[src/rtl/pipe_sub64.sv]
// pipe_sub64: pipelined 64-bit two's-complement subtractor, DIFF = A - B.
//
// The difference is formed as A + ~B + 1 by four 16-bit carry-lookahead slices. Each slice's
// carry is registered before the next slice uses it, so the critical path is one 16-bit CLA.
// The pipeline has an operand-capture rank followed by four stage ranks:
//   op rank  : A/B[63:0] as accepted
//   rank 1   : A/B[63:16], DIFF[15:0],  carry out of bit 15
//   rank 2   : A/B[63:32], DIFF[31:0],  carry out of bit 31
//   rank 3   : A/B[63:48], DIFF[47:0],  carry out of bit 47
//   out rank : DIFF[63:0], BORROW, OVF
// Stage k reads rank k and writes rank k+1. Its valid bit is v_k (stage_valid_q[k]), and
// out_valid = v3. An operand accepted at one edge is presented four edges later.
//
// Flow control is a single global stall: when the output holds a result the consumer
// does not take, nothing in the pipeline moves and no new operand is accepted.
//
// Ports:
//   clk        clock, all state updates on the rising edge
//   rst        synchronous active-high reset
//   in_valid   A/B present this cycle
//   in_ready   block accepts A/B this cycle
//   A, B       minuend, subtrahend
//   out_valid  DIFF/BORROW/OVF valid
//   out_ready  consumer accepts the result this cycle
//   DIFF       A - B mod 2^64
//   BORROW     1 when A < B unsigned
//   OVF        signed overflow of A - B
module pipe_sub64 (
  input  logic        clk,
  input  logic        rst,
  input  logic        in_valid,
  output logic        in_ready,
  input  logic [63:0] A,
  input  logic [63:0] B,
  output logic        out_valid,
  input  logic        out_ready,
  output logic [63:0] DIFF,
  output logic        BORROW,
  output logic        OVF
);

  // 16-bit carry-lookahead adder. Returns {carry_out, sum}.
  // Bit generate/propagate feed four 4-bit groups; group carries come from a
  // second lookahead level, then each group resolves its internal carries.
  function automatic logic [16:0] cla16(input logic [15:0] a, input logic [15:0] b,
                                        input logic cin);
    logic [15:0] g;
    logic [15:0] p;
    logic [15:0] c;
    logic [3:0]  gg;
    logic [3:0]  gp;
    logic [4:0]  gc;
    g = a & b;
    p = a ^ b;
    for (int j = 0; j < 4; j++) begin
      gg[j] = g[4*j+3]
            | (p[4*j+3] & g[4*j+2])
            | (p[4*j+3] & p[4*j+2] & g[4*j+1])
            | (p[4*j+3] & p[4*j+2] & p[4*j+1] & g[4*j]);
      gp[j] = &p[4*j +: 4];
    end
    gc[0] = cin;
    gc[1] = gg[0] | (gp[0] & cin);
    gc[2] = gg[1] | (gp[1] & gg[0]) | (gp[1] & gp[0] & cin);
    gc[3] = gg[2] | (gp[2] & gg[1]) | (gp[2] & gp[1] & gg[0])
          | (gp[2] & gp[1] & gp[0] & cin);
    gc[4] = gg[3] | (gp[3] & gg[2]) | (gp[3] & gp[2] & gg[1])
          | (gp[3] & gp[2] & gp[1] & gg[0]) | (gp[3] & gp[2] & gp[1] & gp[0] & cin);
    for (int j = 0; j < 4; j++) begin
      c[4*j]   = gc[j];
      c[4*j+1] = g[4*j] | (p[4*j] & gc[j]);
      c[4*j+2] = g[4*j+1] | (p[4*j+1] & g[4*j]) | (p[4*j+1] & p[4*j] & gc[j]);
      c[4*j+3] = g[4*j+2] | (p[4*j+2] & g[4*j+1]) | (p[4*j+2] & p[4*j+1] & g[4*j])
               | (p[4*j+2] & p[4*j+1] & p[4*j] & gc[j]);
    end
    return {gc[4], p ^ c};
  endfunction

  // Flow control
  logic stall;
  logic advance;

  // Operand-capture rank
  logic        op_valid_q, op_valid_d;
  logic [63:0] op_a_q, op_a_d;
  logic [63:0] op_b_q, op_b_d;

  // Stage valid bits v0..v3
  logic [3:0]  stage_valid_q, stage_valid_d;

  // Rank 1: after slice 0
  logic [63:16] r1_a_q, r1_a_d;
  logic [63:16] r1_b_q, r1_b_d;
  logic [15:0]  r1_diff_q, r1_diff_d;
  logic         r1_c_q, r1_c_d;

  // Rank 2: after slice 1
  logic [63:32] r2_a_q, r2_a_d;
  logic [63:32] r2_b_q, r2_b_d;
  logic [31:0]  r2_diff_q, r2_diff_d;
  logic         r2_c_q, r2_c_d;

  // Rank 3: after slice 2
  logic [63:48] r3_a_q, r3_a_d;
  logic [63:48] r3_b_q, r3_b_d;
  logic [47:0]  r3_diff_q, r3_diff_d;
  logic         r3_c_q, r3_c_d;

  // Output rank
  logic [63:0] diff_q, diff_d;
  logic        borrow_q, borrow_d;
  logic        ovf_q, ovf_d;

  // Slice results {carry_out, sum}
  logic [16:0] s0_sum;
  logic [16:0] s1_sum;
  logic [16:0] s2_sum;
  logic [16:0] s3_sum;

  // Stall depends only on the output rank and out_ready, never on in_valid.
  assign stall     = stage_valid_q[3] & ~out_ready;
  assign advance   = ~stall;
  assign in_ready  = ~stall;
  assign out_valid = stage_valid_q[3];
  assign DIFF      = diff_q;
  assign BORROW    = borrow_q;
  assign OVF       = ovf_q;

  // One CLA slice per stage; subtrahend inverted, initial carry-in of 1 completes ~B + 1.
  always_comb begin
    s0_sum = cla16(op_a_q[15:0],  ~op_b_q[15:0],  1'b1);
    s1_sum = cla16(r1_a_q[31:16], ~r1_b_q[31:16], r1_c_q);
    s2_sum = cla16(r2_a_q[47:32], ~r2_b_q[47:32], r2_c_q);
    s3_sum = cla16(r3_a_q[63:48], ~r3_b_q[63:48], r3_c_q);
  end

  always_comb begin
    op_valid_d    = op_valid_q;
    op_a_d        = op_a_q;
    op_b_d        = op_b_q;
    stage_valid_d = stage_valid_q;
    r1_a_d        = r1_a_q;
    r1_b_d        = r1_b_q;
    r1_diff_d     = r1_diff_q;
    r1_c_d        = r1_c_q;
    r2_a_d        = r2_a_q;
    r2_b_d        = r2_b_q;
    r2_diff_d     = r2_diff_q;
    r2_c_d        = r2_c_q;
    r3_a_d        = r3_a_q;
    r3_b_d        = r3_b_q;
    r3_diff_d     = r3_diff_q;
    r3_c_d        = r3_c_q;
    diff_d        = diff_q;
    borrow_d      = borrow_q;
    ovf_d         = ovf_q;

    if (advance) begin
      op_valid_d    = in_valid;
      stage_valid_d = {stage_valid_q[2:0], op_valid_q};

      // Operands are captured only on an accepting edge.
      if (in_valid) begin
        op_a_d = A;
        op_b_d = B;
      end

      // Data moves only behind a valid token; bubbles leave ranks untouched.
      if (op_valid_q) begin
        r1_a_d    = op_a_q[63:16];
        r1_b_d    = op_b_q[63:16];
        r1_diff_d = s0_sum[15:0];
        r1_c_d    = s0_sum[16];
      end

      if (stage_valid_q[0]) begin
        r2_a_d    = r1_a_q[63:32];
        r2_b_d    = r1_b_q[63:32];
        r2_diff_d = {s1_sum[15:0], r1_diff_q};
        r2_c_d    = s1_sum[16];
      end

      if (stage_valid_q[1]) begin
        r3_a_d    = r2_a_q[63:48];
        r3_b_d    = r2_b_q[63:48];
        r3_diff_d = {s2_sum[15:0], r2_diff_q};
        r3_c_d    = s2_sum[16];
      end

      if (stage_valid_q[2]) begin
        diff_d   = {s3_sum[15:0], r3_diff_q};
        // Carry out of A + ~B + 1 is set when no borrow occurred.
        borrow_d = ~s3_sum[16];
        // Operand signs differ and the result sign departs from the minuend's.
        ovf_d    = (r3_a_q[63] ^ r3_b_q[63]) & (s3_sum[15] ^ r3_a_q[63]);
      end
    end
  end

  always_ff @(posedge clk) begin
    if (rst) begin
      op_valid_q    <= 1'b0;
      op_a_q        <= '0;
      op_b_q        <= '0;
      stage_valid_q <= '0;
      r1_a_q        <= '0;
      r1_b_q        <= '0;
      r1_diff_q     <= '0;
      r1_c_q        <= 1'b0;
      r2_a_q        <= '0;
      r2_b_q        <= '0;
      r2_diff_q     <= '0;
      r2_c_q        <= 1'b0;
      r3_a_q        <= '0;
      r3_b_q        <= '0;
      r3_diff_q     <= '0;
      r3_c_q        <= 1'b0;
      diff_q        <= '0;
      borrow_q      <= 1'b0;
      ovf_q         <= 1'b0;
    end else begin
      op_valid_q    <= op_valid_d;
      op_a_q        <= op_a_d;
      op_b_q        <= op_b_d;
      stage_valid_q <= stage_valid_d;
      r1_a_q        <= r1_a_d;
      r1_b_q        <= r1_b_d;
      r1_diff_q     <= r1_diff_d;
      r1_c_q        <= r1_c_d;
      r2_a_q        <= r2_a_d;
      r2_b_q        <= r2_b_d;
      r2_diff_q     <= r2_diff_d;
      r2_c_q        <= r2_c_d;
      r3_a_q        <= r3_a_d;
      r3_b_q        <= r3_b_d;
      r3_diff_q     <= r3_diff_d;
      r3_c_q        <= r3_c_d;
      diff_q        <= diff_d;
      borrow_q      <= borrow_d;
      ovf_q         <= ovf_d;
    end
  end

endmodule

[config.mk]
export PLATFORM = sky130hd
export DESIGN_NAME = pipe_sub64
export DESIGN_NICKNAME = d
export VERILOG_FILES = /design/src/rtl/pipe_sub64.sv
export SDC_FILE = /design/constraint.sdc
export NUM_CORES = 1
export LEC_CHECK = 0
export BUFFER_PORTS_ARGS = -buffer_cell sky130_fd_sc_hd__buf_4
export CAP_MARGIN = 20
export CORE_ASPECT_RATIO = 0.5
export CORE_MARGIN = 5
export CORE_UTILIZATION = 57
export DETAILED_ROUTE_END_ITERATION = 12
export PLACE_DENSITY = 0.78
export RECOVER_POWER = 100
export SLEW_MARGIN = 40
export SYNTH_ARGS = -nofsm -noshare
export SYNTH_HDL_FRONTEND = slang
export SYNTH_SLANG_ARGS = --single-unit
[constraint.sdc]
create_clock -name clk -period 2.55 [get_ports clk]
set_clock_uncertainty 0.1 [all_clocks]
set_input_delay 0.1275 -clock clk [delete_from_list [all_inputs] [get_ports clk]]
set_output_delay 0.1275 -clock clk [all_outputs]
set_load 0.05 [all_outputs]
# After elaboration in Yosys (flattened, before gate mapping)
# Cells that the tools add are included.
# totals
regBits	490
input_bits	132
output_inout_bits	68
elab_cells	528
# classes
n_bitwise	488
n_reduce_logical	21
# ops
cell	count
bitwise AND 1 bit	283
bitwise OR 1 bit	184
XOR 16 bit	8
bitwise AND 16 bit	4
inverter 16 bit	4
AND reduction 4 bit	16
AND reduction 2 bit	5
inverter 1 bit	3
XOR 1 bit	2

# Depth between registers and ports, before layout
# Gate-level depths: netlist of run 1.
# logic_depth
depth_word	15
depth_mapped	11
ltp_nobuf	11

# Least setup slack after synthesis of run 1
# No wires, ideal clock.
# synth_timing
path_type	register to register
start	register op_a_q[0]
end	register r1_diff_q[12]
arrival_ns	2.145
required_ns	2.364
slack_ns	0.219
path_stages_with_launch	9
synth_period_minus_slack_ns	2.331
cell_sequence	dfxtp_1 -> inv_1 -> ha_1 -> o21ai_0 -> nor4b_2 -> nor3_1 -> a211oi_2 -> fa_1 -> a211oi_1
# synth_between
elab_chain_len	7
word_cells_on_any_way	10
cone_classes	9 x bitwise; 1 x reduce/logical
# synth_rtl
item	line	text
start, declared	85	logic [63:0] op_a_q, op_a_d;
start signal, assigned	223	op_a_q <= op_a_d;
bitwise AND 16 bit	53	g = a & b;
bitwise AND 1 bit	59	| (p[4*j+3] & p[4*j+2] & p[4*j+1] & g[4*j]);
bitwise OR 1 bit	59	
bitwise AND 1 bit	65	gc[3] = gg[2] | (gp[2] & gg[1]) | (gp[2] & gp[1] & gg[0])
bitwise OR 1 bit	65	
bitwise OR 1 bit (*)	66	| (gp[2] & gp[1] & gp[0] & cin);
XOR 16 bit (*)	76	return {gc[4], p ^ c};
end signal, assigned	228	r1_diff_q <= r1_diff_d;
end, declared	94	logic [15:0] r1_diff_q, r1_diff_d;
# Mark *: on every way between the ends. The rest lies on a longest branch, timed or not.
# A chain may end at the register's enable or synchronous reset.

# Worst setup path in the final report of run 1
# Ends and elaborated chain as after synthesis.

==> out/metrics.cfg, run 1 <==
[place]
numPortBuffers=199
dp.cells=2990
place_ws_ns=0.01456
hpwl_mm=34.05
gp_congestion=0.8943

[clocking]
cts_setup_buffers=0
clk_latency_ns=0.55
cts_tree=done
cts_sinks=490
clk_pin_slew_ns=0.07
cts_inserted_buffers=41
cts_buffer_depth=3
cts-root-buf=clkbuf_16
htreeDepth=2

[sta]
fmax_ghz=0.4006
fin_hold_ws_ns=0.01254
finalSetupViolations=0
period_share_pct=97.90
period_needed_ns=2.497
worstMarginPinSlew_ns=0.6741
slew_violations=0
finalSetupTns_ns=0
rsz0062_at_grt=yes
max-slew-margin-rel_pct=55.26
hold_viol_final=0
fin_ws_ns=0.05347

[setup_path]
crit_type=reg -> reg
start_kind=flop
cp_slowest_stage_delay_ns=0.47
worst_r2r_path_depth=8
timing.rr.end=r1_diff_q[12]
crit_family=adder cells
r2r-start=op_a_q[0]
crit_arrival_ns=2.86
crit_path_frequent_cell=a211oi_2
regToRegSetupSlack_ns=0.05
path_buf_inv=1
crit_fanout=4
critical_path.cell_chain=inv_1 > ha_1 > o21ai_2 > nor4b_4 > nor3_2 > a211oi_2 > fa_1 > a211oi_2
slowest_stage=fa_1
worstPathRequired_ns=2.91
end_kind=flop

[hold_path]
whs_endpoint=op_a_q[14]
holdPathStages=5
min_from=in_valid
hp-class=in -> reg

[flow_run]
cap_violations=0

[die]
fp.dieW_microns=271.0
start_util_pct=58.24
die_h_microns=140.5
core_area_sq_um=33340
rows=47
dieArea_sq_um=38080
ios=200

[synthesis]
ys_warn_count=0
synth.area.top_cells=dfxtp_1 51%, nand2_1 18%, a21oi_1 13%
ys.flop_type=dfxtp_1
synth.top_cell.area_share_pct=50.52
ys_async_sr_fraction_pct=0
syn_area_sq_um=19420
synth-edff-count=0
seq_area_frac_synth_pct=50.52
ys_ff_latch=490
syn_area_per_cell_sq_um=7.868
syn_inst=2468
syn_nets=2680
ys_types=50
yosys.area.top_type=dfxtp_1

[cells_and_area]
mostFrequentLayoutCells=909 x nand2_1, 489 x dfxtp_1, 487 x a21oi_1
diodes=0
fin_nets=2943
layout_commonest_cell=nand2_1
fin_cells=3199
drive_above_1_share_pct=9.753
syn_to_final_growth_pct=23.42

[power_and_ir_drop]
ir_drop_mv=0.3947
total_power_mw=16.06
cellPowerDensity_nw_per_um2=670.1
leakagePower_nw=8.866

[route]
vias=17310
drc=0
routed_wl_mm=52.64
firstDrtPassIters=5
dr.first_iter.drc_count=1827
wire_per_inst_microns=16.46
vias_per_cell=5.412
postRouteAntennaNets=0

[run_status]
status=completed

[global_routing]
grt_pass1_vias=16360
grt_overflow_total=0
grt_max_degree=122
grt_usage_pct=26.81
grt_antenna_before_repair=0
grt_pass1_wl_mm=84.94

[how the worst max path moves through the flow]
stage | cells past startpoint | to | from
after global routing | 8 | r1_diff_q[12] | op_a_q[0]
after detailed placement | 8 | r1_diff_q[12] | op_a_q[0]
after CTS | 8 | op_a_q[12] | stage_valid_q[3]
after global placement | 10 | r2_diff_q[29] | r1_b_q[16]
after floorplan | 8 | r1_diff_q[12] | op_a_q[0]
final | 8 | r1_diff_q[12] | op_a_q[0]
[per-layer routing]
layer | GRT usage, % | share of wire (%)
met5 | 0 | 0
met2 | 40.42 | 44
met3 | 4.375 | 7.6
met4 | 7.647 | 2.6
met1 | 39.88 | 46
[area by class of cell]
type | instances | area [sq um]
Multi-Input combinational cell | 1732 | 8725
Clock buffer | 59 | 1206
Tap cell | 441 | 551.8
Clock inverter | 11 | 161.4
Timing Repair Buffer | 382 | 3197
Inverter | 84 | 315.3
Sequential cell | 490 | 9811
Fill cell | 2531 | 9376
[kinds of logic (layout without fill, tap and decap cells)]
| family | after synthesis | count (layout) | share of synthesized area (%) |
|---|---|---|---|
| flip-flops | 490 | 490 | 50.52 |
| AO/OA/AOI/OAI | 582 | 582 | 16.17 |
| AND/OR/NAND/NOR | 1032 | 1032 | 20.80 |
| buffers and inverters | 246 | 536 | 5.064 |
| adder cells (fa/ha/maj) | 80 | 80 | 5.735 |
| XOR/XNOR | 38 | 38 | 1.714 |
[power breakdown]
part,internal [mW],switching [mW]
clock network,3.70,2.81
registers,7.87,0.145
logic,0.681,0.861
total,12.2,3.82
[cells in the mapped netlist, types with 4 or more instances]
cell,count
o21a_1,6
a31oi_1,5
xor2_1,10
nor4b_1,4
inv_1,83
nand4b_1,4
nor2b_1,6
clkbuf_1,112
nand3_1,10
o211ai_1,5
ha_1,65
a21oi_1,487
o21ai_0,23
nor2_1,60
dfxtp_1,490
nand4_1,5
a22o_1,5
a21o_1,8
a211oi_1,24
nand2_1,914
buf_2,48
fa_1,15
and2_1,8
xnor2_1,28
nor3_1,13
[state kept, by name, indices dropped and copies added, names as in the netlist]
| name | flops |
|---|---|
| r2_b_q | 32 |
| stage_valid_q | 4 |
| OVF | 1 |
| r1_a_q | 48 |
| r3_a_q | 16 |
| op_valid_q | 1 |
| r2_a_q | 32 |
| r3_diff_q | 48 |
| op_a_q | 64 |
| BORROW | 1 |
| r1_b_q | 48 |
| op_b_q | 64 |
| r1_c_q | 1 |
| DIFF | 64 |
| r2_c_q | 1 |
| r3_b_q | 16 |
| r1_diff_q | 16 |
| r2_diff_q | 32 |
| r3_c_q | 1 |
[worst reg2reg max path: stages (launching register included)]
cell and delay [ns]:
dfxtp_2 0.35, inv_1 0.05, ha_1 0.31, o21ai_2 0.14, nor4b_4 0.32, nor3_2 0.10, a211oi_2 0.35, fa_1 0.47
a211oi_2 0.21
[metrics by stage]
| step | utilization [%] | instance area (sq um) |
|---|---|---|
| 2_1_floorplan | - | 19420 |
| 3_3_place_gp | 64.17 | 21400 |
| 3_5_place_dp | 64.17 | 21400 |
| 4_1_cts | 72.47 | 24160 |
| 5_1_grt | 71.88 | 23970 |
| 6_report | 71.88 | 23970 |
[what timing repair did]
action,in CTS,in global routing
setup endpoints to repair,1,26
resized for setup,1,18
pin swaps,0,4
hold buffers,139,0
hold endpoints to repair,166,0
Power figures use the tool's default switching activity.
==> run 2, diff against run 1 <==
--- a/config.mk
+++ b/config.mk
@@ -13,7 +13,6 @@
 export DETAILED_ROUTE_END_ITERATION = 12
 export PLACE_DENSITY = 0.78
 export RECOVER_POWER = 100
-export SLEW_MARGIN = 40
 export SYNTH_ARGS = -nofsm -noshare
 export SYNTH_HDL_FRONTEND = slang
 export SYNTH_SLANG_ARGS = --single-unit
==> constraint.sdc (replaced) <==
create_clock -name clk -period 2.55 [get_ports clk]
set_clock_uncertainty 0.1 [all_clocks]
set_input_delay 0.255 -clock clk [delete_from_list [all_inputs] [get_ports clk]]
set_output_delay 0.255 -clock clk [all_outputs]
set_load 0.05 [all_outputs]
==> run 2 against run 1 <==
  * Clock power is essentially flat
  * Critical path type unchanged
  * Highest routed layer is now met5
  * Non-clock buffer count shrank 10
  * Critical path depth grew 1
  * Critical endpoint is now DIFF[63]
  * Sequential cell count is the same
==> out/metrics.cfg, run 2 (synthesis results as in run 1) <==
[die]
rows=47
fp.dieW_microns=271.0
core_area_sq_um=33340
dieArea_sq_um=38080
ios=200
start_util_pct=58.24
die_h_microns=140.5

[sta]
period_share_pct=95.66
hold_viol_final=0
worstMarginPinSlew_ns=1.356
fin_hold_ws_ns=0.05545
slew_violations=0
finalSetupViolations=0
max-slew-margin-rel_pct=9.614
fmax_ghz=0.4100
rsz0062_at_grt=yes
period_needed_ns=2.439

[clocking]
cts-root-buf=clkbuf_16
htreeDepth=2
cts_buffer_depth=3
cts_inserted_buffers=42
cts_tree=done
clk_latency_ns=0.55
cts_sinks=490
clk_pin_slew_ns=0.07

[setup_path]
worst_r2r_path_depth=9
r2r-start=r3_b_q[48]
worstPathRequired_ns=2.89
start_kind=flop
crit_arrival_ns=2.78
timing.rr.end=DIFF[63]
end_kind=flop
crit_type=reg -> reg
crit_fanout=5
regToRegSetupSlack_ns=0.11

[route]
drc=0
vias=17370
routed_wl_mm=52.74
wire_per_inst_microns=16.51
firstDrtPassIters=6
postRouteAntennaNets=0
dr.first_iter.drc_count=1764
vias_per_cell=5.435

[cells_and_area]
fin_area_sq_um=23930
layout_commonest_cell=nand2_1
fin_nets=2934
nFillCells=2525
syn_to_final_growth_pct=23.22
fin_util_pct=71.76
mostFrequentLayoutCells=909 x nand2_1, 489 x dfxtp_1, 486 x a21oi_1
drive_above_1_share_pct=9.916
fin_cells=3195

[hold_path]
min_from=out_ready
holdPathStages=5
hp-class=in -> reg
whs_endpoint=op_valid_q

[global_routing]
grt_antenna_before_repair=2
grt_pass1_wl_mm=83.71
grt_max_degree=101
grt_pass1_vias=16040
grt_overflow_total=0
grt_usage_pct=26.72

[place]
numPortBuffers=199
dpl-instance-area_sq_um=21360
gp_congestion=0.8905
hpwl_mm=33.90
dp.cells=2989

[run_status]
status=completed

[power_and_ir_drop]
leakagePower_nw=8.803
total_power_mw=16.09
ir_drop_mv=0.4430
cellPowerDensity_nw_per_um2=672.4

[flow_run]
cap_violations=0

==> run 2: changes by cell type in the layout (fill, tap and decap cells not counted), sizes merged <==
cell / previous run / this run
buf: 176 / 174
bufinv: 4 / 2
clkbuf: 126 / 132
clkinv: 6 / 8
clkinvlp: 1 / 3
diode: 0 / 1
dlygate4sd3: 139 / 129
inv: 84 / 83
==> run 2: worst max path at each step <==
stage | start | to | slack (ns)
4_1_cts | r2_b_q[32] | r3_diff_q[44] | 0.02
3_3_place_gp | r1_b_q[16] | r2_diff_q[29] | 0.05
6_report | r3_b_q[48] | DIFF[63] | 0.11
3_5_place_dp | op_a_q[0] | r1_diff_q[12] | -0.04
5_1_grt | r3_b_q[48] | DIFF[63] | -0.03
2_1_floorplan | op_a_q[0] | r1_diff_q[12] | 0.22
==> run 2: critical path, cell delays in order (launching register included) <==
cell and delay [ns]:
dfxtp_1 0.33, inv_1 0.07, ha_1 0.30, a211oi_2 0.27, o21ba_1 0.25, o211a_4 0.20, a31oi_2 0.10, a21o_1 0.24
nor4b_4 0.14, a311o_1 0.33
==> run 2: stage by stage <==
| step | setup WS, ns | TNS [ns] |
|---|---|---|
| 3_3_place_gp | 0.05228 | 0 |
| 3_5_place_dp | -0.03810 | -0.03810 |
| 4_1_cts | 0.01682 | 0 |
| 6_report | 0.1108 | 0 |
| 5_1_grt | -0.02954 | -0.1186 |
| 2_1_floorplan | 0.2192 | 0 |
==> run 2: layout make-up <==
class | instances | area, sq um | area share [%]
antenna | 1 | 2.502 | 0.01046
clock buffer | 63 | 1284 | 5.365
clock inverter | 12 | 121.4 | 0.5072
inverter | 84 | 315.3 | 1.318
multi-input combinational | 1732 | 8788 | 36.73
sequential | 490 | 9811 | 41.00
tap | 441 | 551.8 | 2.306
timing repair buffer | 372 | 3053 | 12.76
==> run 2: timing repair <==
item | 4_1_cts | 5_1_grt
gates resized for setup | 3 | 22
hold endpoints to repair | 138 | 0
cloned | 0 | 0
setup buffers | 1 | 0
pin swaps | 0 | 5
hold buffers | 129 | 0
endpoints found under the setup margin | 2 | 13
==> run 2: routing by layer <==
layer | vias to the layer above | routed length [microns] | GRT usage (%)
li1 | 8538 | - | -
met1 | 8123 | 23870 | 38.73
met2 | 592 | 22890 | 40.72
met3 | 109 | 4706 | 5.451
met4 | 4 | 1247 | 7.539
met5 | - | 26 | 0
==> run 2: where the power goes <==
part	internal, mW	switching [mW]
Combinational	0.670	0.861
Clock	3.69	2.83
Sequential	7.87	0.158
